[config.mk]
export PLATFORM = sky130hd
export DESIGN_NAME = pixel_pair_sync
export DESIGN_NICKNAME = d
export VERILOG_FILES = /design/src/rtl/pixel_pair_sync.sv
export SDC_FILE = /design/constraint.sdc
export NUM_CORES = 1
export LEC_CHECK = 0
export BUFFER_PORTS_ARGS = -buffer_cell sky130_fd_sc_hd__buf_2
export CAP_MARGIN = 20
export CORE_MARGIN = 3
export CORE_UTILIZATION = 55
export CTS_BUF_LIST = sky130_fd_sc_hd__clkbuf_4 sky130_fd_sc_hd__clkbuf_8 sky130_fd_sc_hd__clkbuf_16
export CTS_CLUSTER_SIZE = 28
export DETAILED_ROUTE_END_ITERATION = 6
export PLACE_DENSITY = 0.79
export RECOVER_POWER = 25
export SYNTH_ARGS = -nofsm -noshare
export SYNTH_HDL_FRONTEND = slang
export SYNTH_SLANG_ARGS = --single-unit
export TNS_END_PERCENT = 1
[constraint.sdc]
create_clock -name clk_25 -period 6.25 [get_ports clk_25]
set_input_delay 1.25 -clock clk_25 [delete_from_list [all_inputs] [get_ports clk_25]]
set_output_delay 1.25 -clock clk_25 [all_outputs]
set_load 0.005 [all_outputs]
[src/rtl/pixel_pair_sync.sv]
// Pairs ColorTransform pixels with Homography results via a small FIFO.
// Optional mismatch counter is built only when SYNC_MIS_CNT_EN is defined.
module pixel_pair_sync #(
  parameter int CW         = 10,
  parameter int DEPTH      = 4,
  parameter int MIS_POLICY = 0
) (
  input  logic                     clk_25,
  input  logic                     rst_n,
  input  logic [2*CW+23:0]         q,
  input  logic                     rdreq,
  input  logic [CW-1:0]            return_x,
  input  logic [CW-1:0]            return_y,
  input  logic [4:0]               r,
  input  logic [5:0]               g,
  input  logic [4:0]               b,
  input  logic                     ready,
  input  logic                     clr,
  output logic                     val,
  output logic [CW-1:0]            sync_x,
  output logic [CW-1:0]            sync_y,
  output logic [4:0]               dvi_r,
  output logic [5:0]               dvi_g,
  output logic [4:0]               dvi_b,
  output logic [4:0]               ccd_r,
  output logic [5:0]               ccd_g,
  output logic [4:0]               ccd_b,
  output logic [$clog2(DEPTH):0]   level,
  output logic                     overflow,
  output logic                     underflow,
  output logic                     mismatch,
  output logic                     resync,
  output logic [15:0]              mis_cnt
);

  localparam int AW = $clog2(DEPTH);
  localparam int LW = AW + 1;

  typedef struct packed {
    logic [CW-1:0] x;
    logic [CW-1:0] y;
    logic [4:0]    r;
    logic [5:0]    g;
    logic [4:0]    b;
  } entry_t;

  typedef enum logic [1:0] {RUN, RESYNC, WAIT_HOMO} state_t;

  entry_t        mem_q [DEPTH];
  logic [AW-1:0] wr_ptr_q, wr_ptr_d;
  logic [AW-1:0] rd_ptr_q, rd_ptr_d;
  logic [LW-1:0] level_q, level_d;
  state_t        state_q, state_d;
  logic          val_q, val_d;
  entry_t        out_q, out_d;
  logic [4:0]    ccd_r_q, ccd_r_d;
  logic [5:0]    ccd_g_q, ccd_g_d;
  logic [4:0]    ccd_b_q, ccd_b_d;
  logic          ovf_q, ovf_d;
  logic          und_q, und_d;
  logic          mis_q, mis_d;

  entry_t wr_entry, head;
  logic   q_zero, ret_zero;
  logic   wr_req, rd_req, empty, full;
  logic   push, pop, mis_pop, flush;

  logic unused_q_bits;
  assign unused_q_bits = ^{q[18:16], q[9:8], q[2:0]};

  always_comb begin
    wr_entry.x = q[2*CW+23 -: CW];
    wr_entry.y = q[CW+23 -: CW];
    wr_entry.r = q[23:19];
    wr_entry.g = q[15:10];
    wr_entry.b = q[7:3];
    head       = mem_q[rd_ptr_q];
    q_zero     = (wr_entry.x == '0) && (wr_entry.y == '0);
    ret_zero   = (return_x == '0) && (return_y == '0);
    empty      = (level_q == '0);
    full       = (level_q == LW'(DEPTH));
    wr_req     = 1'b0;
    rd_req     = 1'b0;
    unique case (state_q)
      RUN: begin
        wr_req = rdreq;
        rd_req = ready;
      end
      RESYNC: begin
        wr_req = rdreq && q_zero;
      end
      WAIT_HOMO: begin
        wr_req = rdreq;
        rd_req = ready && ret_zero;
      end
      default: ;
    endcase
    pop     = rd_req && !empty;
    push    = wr_req && (!full || pop);
    mis_pop = pop && ((head.x != return_x) || (head.y != return_y));
    flush   = (MIS_POLICY == 1) && (state_q == RUN) && mis_pop;
  end

  always_comb begin
    wr_ptr_d = push ? wr_ptr_q + 1'b1 : wr_ptr_q;
    rd_ptr_d = pop ? rd_ptr_q + 1'b1 : rd_ptr_q;
    level_d  = level_q + LW'(push) - LW'(pop);
    // A realign discards everything still queued, including a same-cycle write
    if (flush) begin
      wr_ptr_d = '0;
      rd_ptr_d = '0;
      level_d  = '0;
    end
    state_d = state_q;
    if (MIS_POLICY == 1) begin
      unique case (state_q)
        RUN:       if (flush) state_d = RESYNC;
        RESYNC:    if (push) state_d = WAIT_HOMO;
        WAIT_HOMO: if (pop) state_d = RUN;
        default:   state_d = RUN;
      endcase
    end
    val_d   = pop;
    out_d   = pop ? head : out_q;
    ccd_r_d = pop ? r : ccd_r_q;
    ccd_g_d = pop ? g : ccd_g_q;
    ccd_b_d = pop ? b : ccd_b_q;
    ovf_d   = clr ? 1'b0 : ovf_q | (wr_req && full && !pop);
    und_d   = clr ? 1'b0 : und_q | (rd_req && empty);
    mis_d   = clr ? 1'b0 : mis_q | mis_pop;
  end

  always_ff @(posedge clk_25 or negedge rst_n) begin
    if (!rst_n) begin
      for (int i = 0; i < DEPTH; i++) mem_q[i] <= '0;
    end else if (push) begin
      mem_q[wr_ptr_q] <= wr_entry;
    end
  end

  always_ff @(posedge clk_25 or negedge rst_n) begin
    if (!rst_n) begin
      wr_ptr_q <= '0;
      rd_ptr_q <= '0;
      level_q  <= '0;
      state_q  <= RUN;
      val_q    <= 1'b0;
      out_q    <= '0;
      ccd_r_q  <= '0;
      ccd_g_q  <= '0;
      ccd_b_q  <= '0;
      ovf_q    <= 1'b0;
      und_q    <= 1'b0;
      mis_q    <= 1'b0;
    end else begin
      wr_ptr_q <= wr_ptr_d;
      rd_ptr_q <= rd_ptr_d;
      level_q  <= level_d;
      state_q  <= state_d;
      val_q    <= val_d;
      out_q    <= out_d;
      ccd_r_q  <= ccd_r_d;
      ccd_g_q  <= ccd_g_d;
      ccd_b_q  <= ccd_b_d;
      ovf_q    <= ovf_d;
      und_q    <= und_d;
      mis_q    <= mis_d;
    end
  end

`ifdef SYNC_MIS_CNT_EN
  logic [15:0] mis_cnt_q, mis_cnt_d;

  always_comb begin
    mis_cnt_d = mis_cnt_q;
    if (clr) mis_cnt_d = '0;
    else if (mis_pop && (mis_cnt_q != 16'hFFFF)) mis_cnt_d = mis_cnt_q + 16'd1;
  end

  always_ff @(posedge clk_25 or negedge rst_n) begin
    if (!rst_n) mis_cnt_q <= '0;
    else mis_cnt_q <= mis_cnt_d;
  end

  assign mis_cnt = mis_cnt_q;
`else
  assign mis_cnt = '0;
`endif

  assign val       = val_q;
  assign sync_x    = out_q.x;
  assign sync_y    = out_q.y;
  assign dvi_r     = out_q.r;
  assign dvi_g     = out_q.g;
  assign dvi_b     = out_q.b;
  assign ccd_r     = ccd_r_q;
  assign ccd_g     = ccd_g_q;
  assign ccd_b     = ccd_b_q;
  assign level     = level_q;
  assign overflow  = ovf_q;
  assign underflow = und_q;
  assign mismatch  = mis_q;
  assign resync    = (state_q != RUN);

endmodule
==> metrics <==
result of the run finished, violations left; failing checks max-capacitance violations, max-slew violations; crit path DAT roughly 4.8 ns; mux contribution to synthesized area between 20% and 30%; net switching power ~1.8 mW; average routed wire per standard cell about 19 um; FFs w/ async S/R, synth 100%; routability congestion estimate from global placement 0.791; largest vdd supply drop approximately 0.00027 V; number of buffers inserted during clock tree synthesis 23; number of register bits inferred by synthesis 207; Slew @ Worst Pin approximately 2.8 ns; static leakage power roughly 5 nW; register clock-pin slew on the reported worst setup and hold paths ~0.060 ns; Distinct cells, synth 27; kind of end point of the critical path register; final setup margin about 1.9 ns; Initial Utilization a little under three fifths; pre-CTS worst setup slack 2.65 ns; total of cells resized after clock tree synthesis 0; CTS tree built; path depth of the worst reg2reg path 11; Max Clock Freq about 0.23 GHz; hold-fix buffer count after cts 0; gr ovfl total 0; number of global-route vias before repair roughly 6,200; max-slew violations between 50 and 60; largest net degree at the start of global routing between 70 and 80; Worst Hold End sync_y[5]; Overall Power 5.76 mW; post-DR vias/cell roughly 5.4; Detail Placement HPWL 12,400 um; class of the most critical setup path input port to register; top post-synthesis cells by area sky130_fd_sc_hd__dfrtp_1 58%, sky130_fd_sc_hd__mux2_2 13%, sky130_fd_sc_hd__mux4_2 8.8%; switching share of total power between 30% and 40%; combinational family with the most area after synthesis multiplexers; combinational fraction of design power 35.4%; buffers inserted by post-CTS timing repair 0; internal portion of total power about 4.0 mW; XOR/XNOR share of the synthesized area 2.43%; number of remaining DRC errors 0; cell types with the highest counts after synthesis 207 x sky130_fd_sc_hd__dfrtp_1, 156 x sky130_fd_sc_hd__nand2_1, 104 x sky130_fd_sc_hd__mux2_2; filler cell count ~1,200; adder and majority cell fraction of the synthesized area 1.06%; area share of the largest cell type after synthesis a little under three fifths; worst min-delay path class register to register; Detailed Route Iter0 Violations roughly 170; setup violation total in the final timing report 0; Post-Synthesis Cells 657; top-count cell post-synth sky130_fd_sc_hd__dfrtp_1; die area around 18,000 um2; Hold Crit Depth 2; share of the clock period used by the worst path between 60% and 70%; RR Endpoint level[2]; clock insertion delay at the later pin of the skew report 0.50 ns; launching element of the worst setup path ready; synth warn 0; clock group share of total power between 20 and 25%; count of flip-flops with a built-in enable after synthesis 0; net count reported at finish ~880; number of cell rows 46; cell area after technology mapping approximately 9000 um2; final critical path time including I/O delays and setup roughly 4.3 ns; # clock sinks 207; total via count after detailed routing between 5,000 and 6,000; post-detailed-routing wire length 19,300 um; Synth Flop Type sky130_fd_sc_hd__dfrtp_1; GRT Overall Usage 22.1%; level count of the clock H-tree 1; horizontal extent of the die between 100 and 150 um; synthesized-area fraction occupied by ao, oa, aoi and oai cells 0.306%; chip height ~130 um; Max Clock Skew about 0.016 ns; num ports between 150 and 200; CP Data Required Time roughly 6.7 ns; area of the core 15,900 um2; total of max-cap violations 1; largest fanout on the critical path 55; length of the first detailed-routing pass in iterations 4; Clock Tree Buf Depth 3; number of antenna violations at the first check in global routing 4; average cell area after synthesis around 14 um2; CP startpoint kind input port; part of the Yosys area used for sequential elements a little under three fifths; Setup TNS Final 0 ns; post-synthesis to final-layout area growth 16.8%; Hold Startpoint sync_y[5]; Register-to-Register Setup Slack about 2.0 ns; post-route ant nets 0; wire length of the first global-routing pass approximately 32,000 um; Cell Pwr Density about 550 nW/um2; root buffer cell sky130_fd_sc_hd__clkbuf_16; startpoint of the worst register-to-register path level[1]; share of layout cells above drive strength 1 between 40% and 50%; library cell with the largest summed area after synthesis sky130_fd_sc_hd__dfrtp_1; number of failing hold endpoints at the final stage 0; Flop pwr share between 40% and 50%; Slew headroom -83.8%; Simple-Gate Fraction of Synth Area 7.66%; I/O Buffers roughly 140; setup repair after global routing missed its margin no
## how the worst max path moves through the flow
stage / end / slack, ns / cells past startpoint
after global routing: level[2] / 1.49 / 11
after global placement: mem_q[54] / 2.80 / 5
after detailed placement: mem_q[39] / 2.65 / 5
final: level[2] / 1.91 / 11
after floorplan: level[2] / 3.10 / 11
after CTS: mem_q[39] / 3.16 / 5
## stage by stage
stage,utilization (%),area [um2],hold slack [ns],std cells
2_1_floorplan,-,9050,0.459,673
3_3_place_gp,61.1,9740,0.452,980
3_5_place_dp,61.1,9740,0.458,980
4_1_cts,65.8,10500,0.472,1019
5_1_grt,65.9,10500,0.498,1021
6_report,65.9,10500,0.467,1021
## critical path, cell delays in order
cell	delay, ns
sky130_fd_sc_hd__clkbuf_1	0.12
sky130_fd_sc_hd__nand2b_2	0.08
sky130_fd_sc_hd__clkbuf_1	1.93
sky130_fd_sc_hd__inv_2	0.04
sky130_fd_sc_hd__ha_1	0.36
sky130_fd_sc_hd__inv_1	0.05
sky130_fd_sc_hd__ha_1	0.13
sky130_fd_sc_hd__inv_1	0.05
sky130_fd_sc_hd__fa_1	0.37
sky130_fd_sc_hd__xnor2_1	0.20
sky130_fd_sc_hd__xnor2_1	0.16
## cell families after synthesis
| family | after synthesis |
|---|---|
| AOI/OAI and AO/OA | 5 |
| xor gates and xnor gates | 25 |
| adders and majority gates | 7 |
| buffers and inverters | 56 |
| DFF | 207 |
| muxes | 182 |
| other | 1 |
| and+or+nand+nor | 174 |
## layer usage
layer,up-vias,wire [um],track usage [%]
li1,2490,-,-
met1,2876,7750,28.1
met2,148,10100,39.0
met3,37,1010,4.05
met4,6,465,6.51
met5,-,30,0
## power groups by stage
stage | Clock [mW] | Combinational [mW] | Sequential [mW]
after detailed placement | 0 | 2.05 | 2.43
after global placement | 0 | 1.95 | 2.36
final | 1.31 | 2.04 | 2.41
after CTS | 1.33 | 2.06 | 2.41
after floorplan | 0 | 1.58 | 2.26
after global routing | 1.39 | 2.24 | 2.49
## area by class of cell
type	count	area [um2]	area share, %
diodes	1	2.50	0.0238
clock buffers	34	696	6.62
clock inverters	5	50.0	0.476
inverters	7	26.3	0.250
multi-input cells	410	3540	33.7
flip-flops and latches	207	5180	49.3
well taps	216	270	2.57
repair buffers	141	744	7.08
## placed cells by master (no fill, tap or decap), types with 3 or more instances in the layout
| master | count |
|---|---|
| sky130_fd_sc_hd__mux2_1 | 41 |
| sky130_fd_sc_hd__dfrtp_1 | 205 |
| sky130_fd_sc_hd__clkbuf_16 | 23 |
| sky130_fd_sc_hd__inv_1 | 6 |
| sky130_fd_sc_hd__nand4_1 | 4 |
| sky130_fd_sc_hd__buf_4 | 4 |
| sky130_fd_sc_hd__nand2_2 | 4 |
| sky130_fd_sc_hd__clkinv_2 | 4 |
| sky130_fd_sc_hd__conb_1 | 17 |
| sky130_fd_sc_hd__clkbuf_4 | 5 |
| sky130_fd_sc_hd__mux4_2 | 35 |
| sky130_fd_sc_hd__nand2_1 | 156 |
| sky130_fd_sc_hd__buf_2 | 133 |
| sky130_fd_sc_hd__nor2_1 | 3 |
| sky130_fd_sc_hd__clkbuf_8 | 7 |
| sky130_fd_sc_hd__ha_1 | 6 |
| sky130_fd_sc_hd__xnor2_1 | 25 |
| sky130_fd_sc_hd__mux2_2 | 104 |
## registers in the layout (all words and copies together) (netlist names), 6 cells and up
signal  count
ccd_g       6
dvi_g       6
mem_q     144
sync_x     10
sync_y     10
(Power assumes the default switching activity.)
